$ cat src/rtl/wb_master_arb.sv
// Two-master Wishbone classic arbiter with cycle-locked round-robin grants
// and a per-tenure stall watchdog that terminates unacked strobes with err.
//
// state | meaning
// IDLE  | no owner; bus outputs quiet; arbitrate pending cyc requests
// GNT0  | master 0 owns the bus until it drops cyc
// GNT1  | master 1 owns the bus until it drops cyc
module wb_master_arb #(
   parameter int TIMEOUT_CYCLES = 255
) (
   input  logic        i_clk,
   input  logic        i_reset,
   input  logic [31:0] i_m0_adr,
   input  logic [31:0] i_m0_dat,
   output logic [31:0] o_m0_dat,
   input  logic        i_m0_we,
   input  logic [3:0]  i_m0_sel,
   input  logic        i_m0_stb,
   input  logic        i_m0_cyc,
   output logic        o_m0_ack,
   output logic        o_m0_err,
   input  logic [31:0] i_m1_adr,
   input  logic [31:0] i_m1_dat,
   output logic [31:0] o_m1_dat,
   input  logic        i_m1_we,
   input  logic [3:0]  i_m1_sel,
   input  logic        i_m1_stb,
   input  logic        i_m1_cyc,
   output logic        o_m1_ack,
   output logic        o_m1_err,
   output logic [31:0] o_wb_adr,
   output logic [31:0] o_wb_dat,
   output logic        o_wb_we,
   output logic [3:0]  o_wb_sel,
   output logic        o_wb_stb,
   output logic        o_wb_cyc,
   input  logic [31:0] i_wb_dat,
   input  logic        i_wb_ack,
   output logic [1:0]  o_grant,
   output logic        o_timeout
);

   localparam bit WD_EN = (TIMEOUT_CYCLES != 0);
   localparam int CW    = WD_EN ? $clog2(TIMEOUT_CYCLES + 1) : 1;
   localparam logic [CW-1:0] WD_LIM = CW'(WD_EN ? TIMEOUT_CYCLES - 1 : 0);

   typedef enum logic [1:0] {
      IDLE = 2'd0,
      GNT0 = 2'd1,
      GNT1 = 2'd2
   } state_t;

   state_t         state, state_nxt;
   logic           r_last, last_nxt;
   logic [CW-1:0]  wd_cnt, wd_cnt_nxt;
   logic           gnt_stb;
   logic           wd_expire;

   always_ff @(posedge i_clk) begin
      if (i_reset) begin
         state  <= IDLE;
         r_last <= 1'b1;
         wd_cnt <= '0;
      end else begin
         state  <= state_nxt;
         r_last <= last_nxt;
         wd_cnt <= wd_cnt_nxt;
      end
   end

   // Next state: round-robin only decides from IDLE; a tenure ends on cyc fall.
   always_comb begin
      state_nxt = state;
      last_nxt  = r_last;
      case (state)
         IDLE: begin
            if (i_m0_cyc && (!i_m1_cyc || r_last)) begin
               state_nxt = GNT0;
               last_nxt  = 1'b0;
            end else if (i_m1_cyc) begin
               state_nxt = GNT1;
               last_nxt  = 1'b1;
            end
         end
         GNT0:    if (!i_m0_cyc) state_nxt = IDLE;
         GNT1:    if (!i_m1_cyc) state_nxt = IDLE;
         default: state_nxt = IDLE;
      endcase
   end

   always_comb begin
      o_wb_adr = '0;
      o_wb_dat = '0;
      o_wb_we  = 1'b0;
      o_wb_sel = '0;
      o_wb_stb = 1'b0;
      o_wb_cyc = 1'b0;
      o_grant  = 2'b00;
      gnt_stb  = 1'b0;
      case (state)
         GNT0: begin
            o_wb_adr = i_m0_adr;
            o_wb_dat = i_m0_dat;
            o_wb_we  = i_m0_we;
            o_wb_sel = i_m0_sel;
            o_wb_stb = i_m0_stb;
            o_wb_cyc = i_m0_cyc;
            o_grant  = 2'b01;
            gnt_stb  = i_m0_stb;
         end
         GNT1: begin
            o_wb_adr = i_m1_adr;
            o_wb_dat = i_m1_dat;
            o_wb_we  = i_m1_we;
            o_wb_sel = i_m1_sel;
            o_wb_stb = i_m1_stb;
            o_wb_cyc = i_m1_cyc;
            o_grant  = 2'b10;
            gnt_stb  = i_m1_stb;
         end
         default: ;
      endcase
   end

   // Ack wins over a coinciding expiry; any ack or stb gap restarts the count.
   always_comb begin
      wd_expire  = 1'b0;
      wd_cnt_nxt = '0;
      if (WD_EN && state != IDLE && gnt_stb && !i_wb_ack) begin
         if (wd_cnt == WD_LIM)
            wd_expire = 1'b1;
         else
            wd_cnt_nxt = wd_cnt + 1'b1;
      end
   end

   assign o_m0_ack  = (state == GNT0) && i_wb_ack;
   assign o_m1_ack  = (state == GNT1) && i_wb_ack;
   assign o_m0_err  = (state == GNT0) && wd_expire;
   assign o_m1_err  = (state == GNT1) && wd_expire;
   assign o_timeout = wd_expire;

   // Read data is shared; masters qualify it with their own ack.
   assign o_m0_dat = i_wb_dat;
   assign o_m1_dat = i_wb_dat;

endmodule

$ cat config.mk
export PLATFORM = sky130hd
export DESIGN_NAME = wb_master_arb
export DESIGN_NICKNAME = d
export VERILOG_FILES = /design/src/rtl/wb_master_arb.sv
export SDC_FILE = /design/constraint.sdc
export NUM_CORES = 1
export LEC_CHECK = 0
export CORE_AREA = 2 2 123 125
export CTS_CLUSTER_SIZE = 12
export DETAILED_ROUTE_END_ITERATION = 8
export DIE_AREA = 0 0 125 127
export PLACE_DENSITY = 0.62
export SLEW_MARGIN = 20
export SYNTH_ARGS = -nofsm -noshare
export SYNTH_HDL_FRONTEND = slang
export SYNTH_SLANG_ARGS = --single-unit
$ cat constraint.sdc
create_clock -name i_clk -period 3.1 [get_ports i_clk]
set_clock_uncertainty 0.2 [all_clocks]
set_input_delay 0.465 -clock i_clk [delete_from_list [all_inputs] [get_ports i_clk]]
set_output_delay 0.465 -clock i_clk [all_outputs]
set_load 0.02 [all_outputs]
==> results of run 1 <==
==> final cells by class <==
| class | count | area (µm²) | area share, % |
|---|---|---|---|
| flip-flops and latches | 11 | 220 | 5.22 |
| clock inverters | 1 | 5.00 | 0.119 |
| multi-input cells | 194 | 1370 | 32.6 |
| repair buffers | 227 | 2290 | 54.3 |
| clock buffers | 3 | 75.1 | 1.78 |
| well taps | 184 | 230 | 5.46 |
| inverters | 6 | 22.5 | 0.534 |
==> timing repair <==
action | CTS | global route
hold buffers | 0 | 0
resized for setup | 0 | 2
endpoints found under the setup margin | 0 | 2
==> flip-flops by register name, summed over array words and instances, names as in the netlist <==
| signal | flops |
|---|---|
| wd_cnt | 8 |
| r_last | 1 |
| state | 2 |
==> worst max-delay path, delay by kind of cell <==
family / cells / cell delay [ps]
compound gates: 1 / 110
simple gates: 2 / 630
buf+inv: 2 / 1070
==> per-layer routing <==
metal  global-route usage, %  share of wire [%]  vias to the layer above
met4                    2.94                2.0                        0
met1                    12.0                 40                     1167
met5                       0                  0                        -
met3                    2.97                9.5                       24
li1                        -                  -                     1277
met2                    18.4                 49                      166
==> logic make-up after synthesis <==
group	after synthesis	synth area share [%]
buffers and inverters	95	27.6
xor gates and xnor gates	3	1.20
and+or+nand+nor	98	27.9
DFF	11	10.0
adders and majority gates	7	4.00
AOI/OAI and AO/OA	86	29.2
==> report_power, final <==
part           internal [mW]  leakage [nW]  switching (mW)
Sequential             0.147        0.0892         0.00516
Clock                  0.171        0.0409          0.0643
Combinational          0.400          1.18           0.310
Total                  0.717          1.31           0.380
==> cell usage in the layout, fill, tap and decap left out, types with 4 or more instances in the layout <==
master,instances
dfxtp_1,11
nand3_1,4
inv_1,6
ha_1,4
o21ai_0,5
nor3_1,4
a22oi_1,71
nor2b_1,72
clkdlybuf4s50_1,220
==> metrics by stage <==
stage,hold slack [ps],std cells
after floorplan,252,300
after global placement,267,622
after detailed placement,286,622
after CTS,295,626
after global routing,336,626
final,292,626
==> how the worst max path moves through the flow <==
stage	startpoint	to	slack, ps	depth (start not counted)
6_report	i_m1_stb	o_timeout	160	5
5_1_grt	state[0]	o_timeout	70	6
4_1_cts	i_m1_stb	o_m0_err	30	5
3_5_place_dp	i_m1_stb	o_m0_err	30	5
3_3_place_gp	i_m1_stb	o_m0_err	50	5
2_1_floorplan	state[0]	o_m0_err	520	6
==> results_dict.tcl, run 1 <==
set metrics [dict create \
    outcome "complete, no violations" \
    path_cells "clkdlybuf4s50_1 > a22oi_1 > or4b_4 > nor2_1 > clkdlybuf4s50_1" \
    antenna_found_initial 0 \
    yosysTopAreaCell "a22oi_1" \
    finalNetCount 627 \
    drive_above_1_share_pct 4.75 \
    rsz0062_at_grt "no" \
    avgSynthCellArea_um2 7.31 \
    syn_to_final_growth_pct 92.4 \
    min_to "wd_cnt[0]" \
    die_w_um 125 \
    path_max_fanout 4 \
    finalInstanceArea_um2 4220 \
    grt_usage_pct 10.3 \
    worst_pin_slew_ps 467 \
    initial_core_util_pct 15.2 \
    synthesis.area_um2 2190 \
    die_h_um 127 \
    drtIter0Drc 80 \
    viasPerCell 4.21 \
    drc 0 \
    slowest_delay_ps 610 \
    fin_setup_tns_ps 0 \
    worstPathArrival_ps 2270 \
    postCtsSetupRepairBufs 0 \
    fin_ws_ps 162 \
    p_leak_nw 1.31 \
    cts_buffers 3 \
    r2r_slack_ps 1110 \
    synth.net_count 484 \
    first_global_vias 2622 \
    hold_depth 1 \
    yosys_warnings 0 \
    clkSinkCount 11 \
    fmax_mhz 340 \
    diodes 0 \
    power.total_mw 1.10 \
    peakVddDrop_mv 0.132 \
    core_um2 14400 \
    avgRoutedWirePerCell_um 14.5 \
    pwr_density_cell_nw_per_um2 260 \
    timing.rr.end "wd_cnt[5]" \
    clkTransAtPathRegs_ps 40 \
    synth_edf_count 0 \
    hold_start "wd_cnt[0]" \
    cts_tree "built" \
    slew_headroom_pct 68.9 \
    drv_cap 0 \
    num_vias 2634 \
    ys.flop_type "dfxtp_1" \
    numPortBuffers 222 \
    hold_violations 0 \
    synthCells 300 \
    cpMaxStageDelayCell "clkdlybuf4s50_1" \
    start_kind "input port" \
    rr_worst_depth 5 \
    fin_crit_sh_pct 94.8 \
    async_flop_share_pct 0 \
    yosysTopAreaCellShare_pct 24.3 \
    fillers 1552 \
    min_path_type "register to register" \
    synth_common_cells "72 x nor2b_1, 71 x a22oi_1, 64 x buf_4, 23 x clkbuf_1, 11 x dfxtp_1" \
    final_core_utilization_pct 29.2 \
    grt_max_degree 74 \
    dr.pass1.iters 4 \
    grt-ovfl-total 0 \
    cts_buffer_depth 2 \
    routabilityCongestion 0.761 \
    postPlaceCellArea_um2 4130 \
    worstSetupEndpointType "output port" \
    slew_violations 0 \
    setup_violations 0 \
    dieArea_um2 15900 \
    crit_top_cell "clkdlybuf4s50_1" \
    rows 44 \
    ys_types 29 \
    ys_seq_elements 11 \
    grt_first_pass_wirelength_um 13600 \
    route.final.wire_length_um 9100 \
    clock_latency_ps 240 \
    htree_levels 1 \
    hpwl_um 7550 \
    cp.required_ps 2430 \
    r2r_start "state[1]" \
    ant_nets 0 \
    critPathKind "input port to output port" \
    yosys-top-cells-area "a22oi_1 24%, buf_4 22%, nor2b_1 21%" \
    io-pin-count 319 \
    period_needed_ps 2940 \
    ys_seq_area_share_pct 10.0 \
    root_buffer "clkbuf_16" \
    yosysMostFrequentCell "nor2b_1" \
    pre_cts_ws_ps 30.6 \
]
No activity file was read; power rests on OpenSTA's default activity.
==> run 2: changes to the inputs <==
- TNS_END_PERCENT: not set -> 1
==> results of run 2 <==
Same layout as run 1: the final DEF is identical, and so are final timing and power.
==> run 3: changes to the inputs <==
- SKIP_CTS_REPAIR_TIMING: not set -> 1
==> results of run 3 <==
Same layout as run 1: the final DEF is identical, and so are final timing and power.
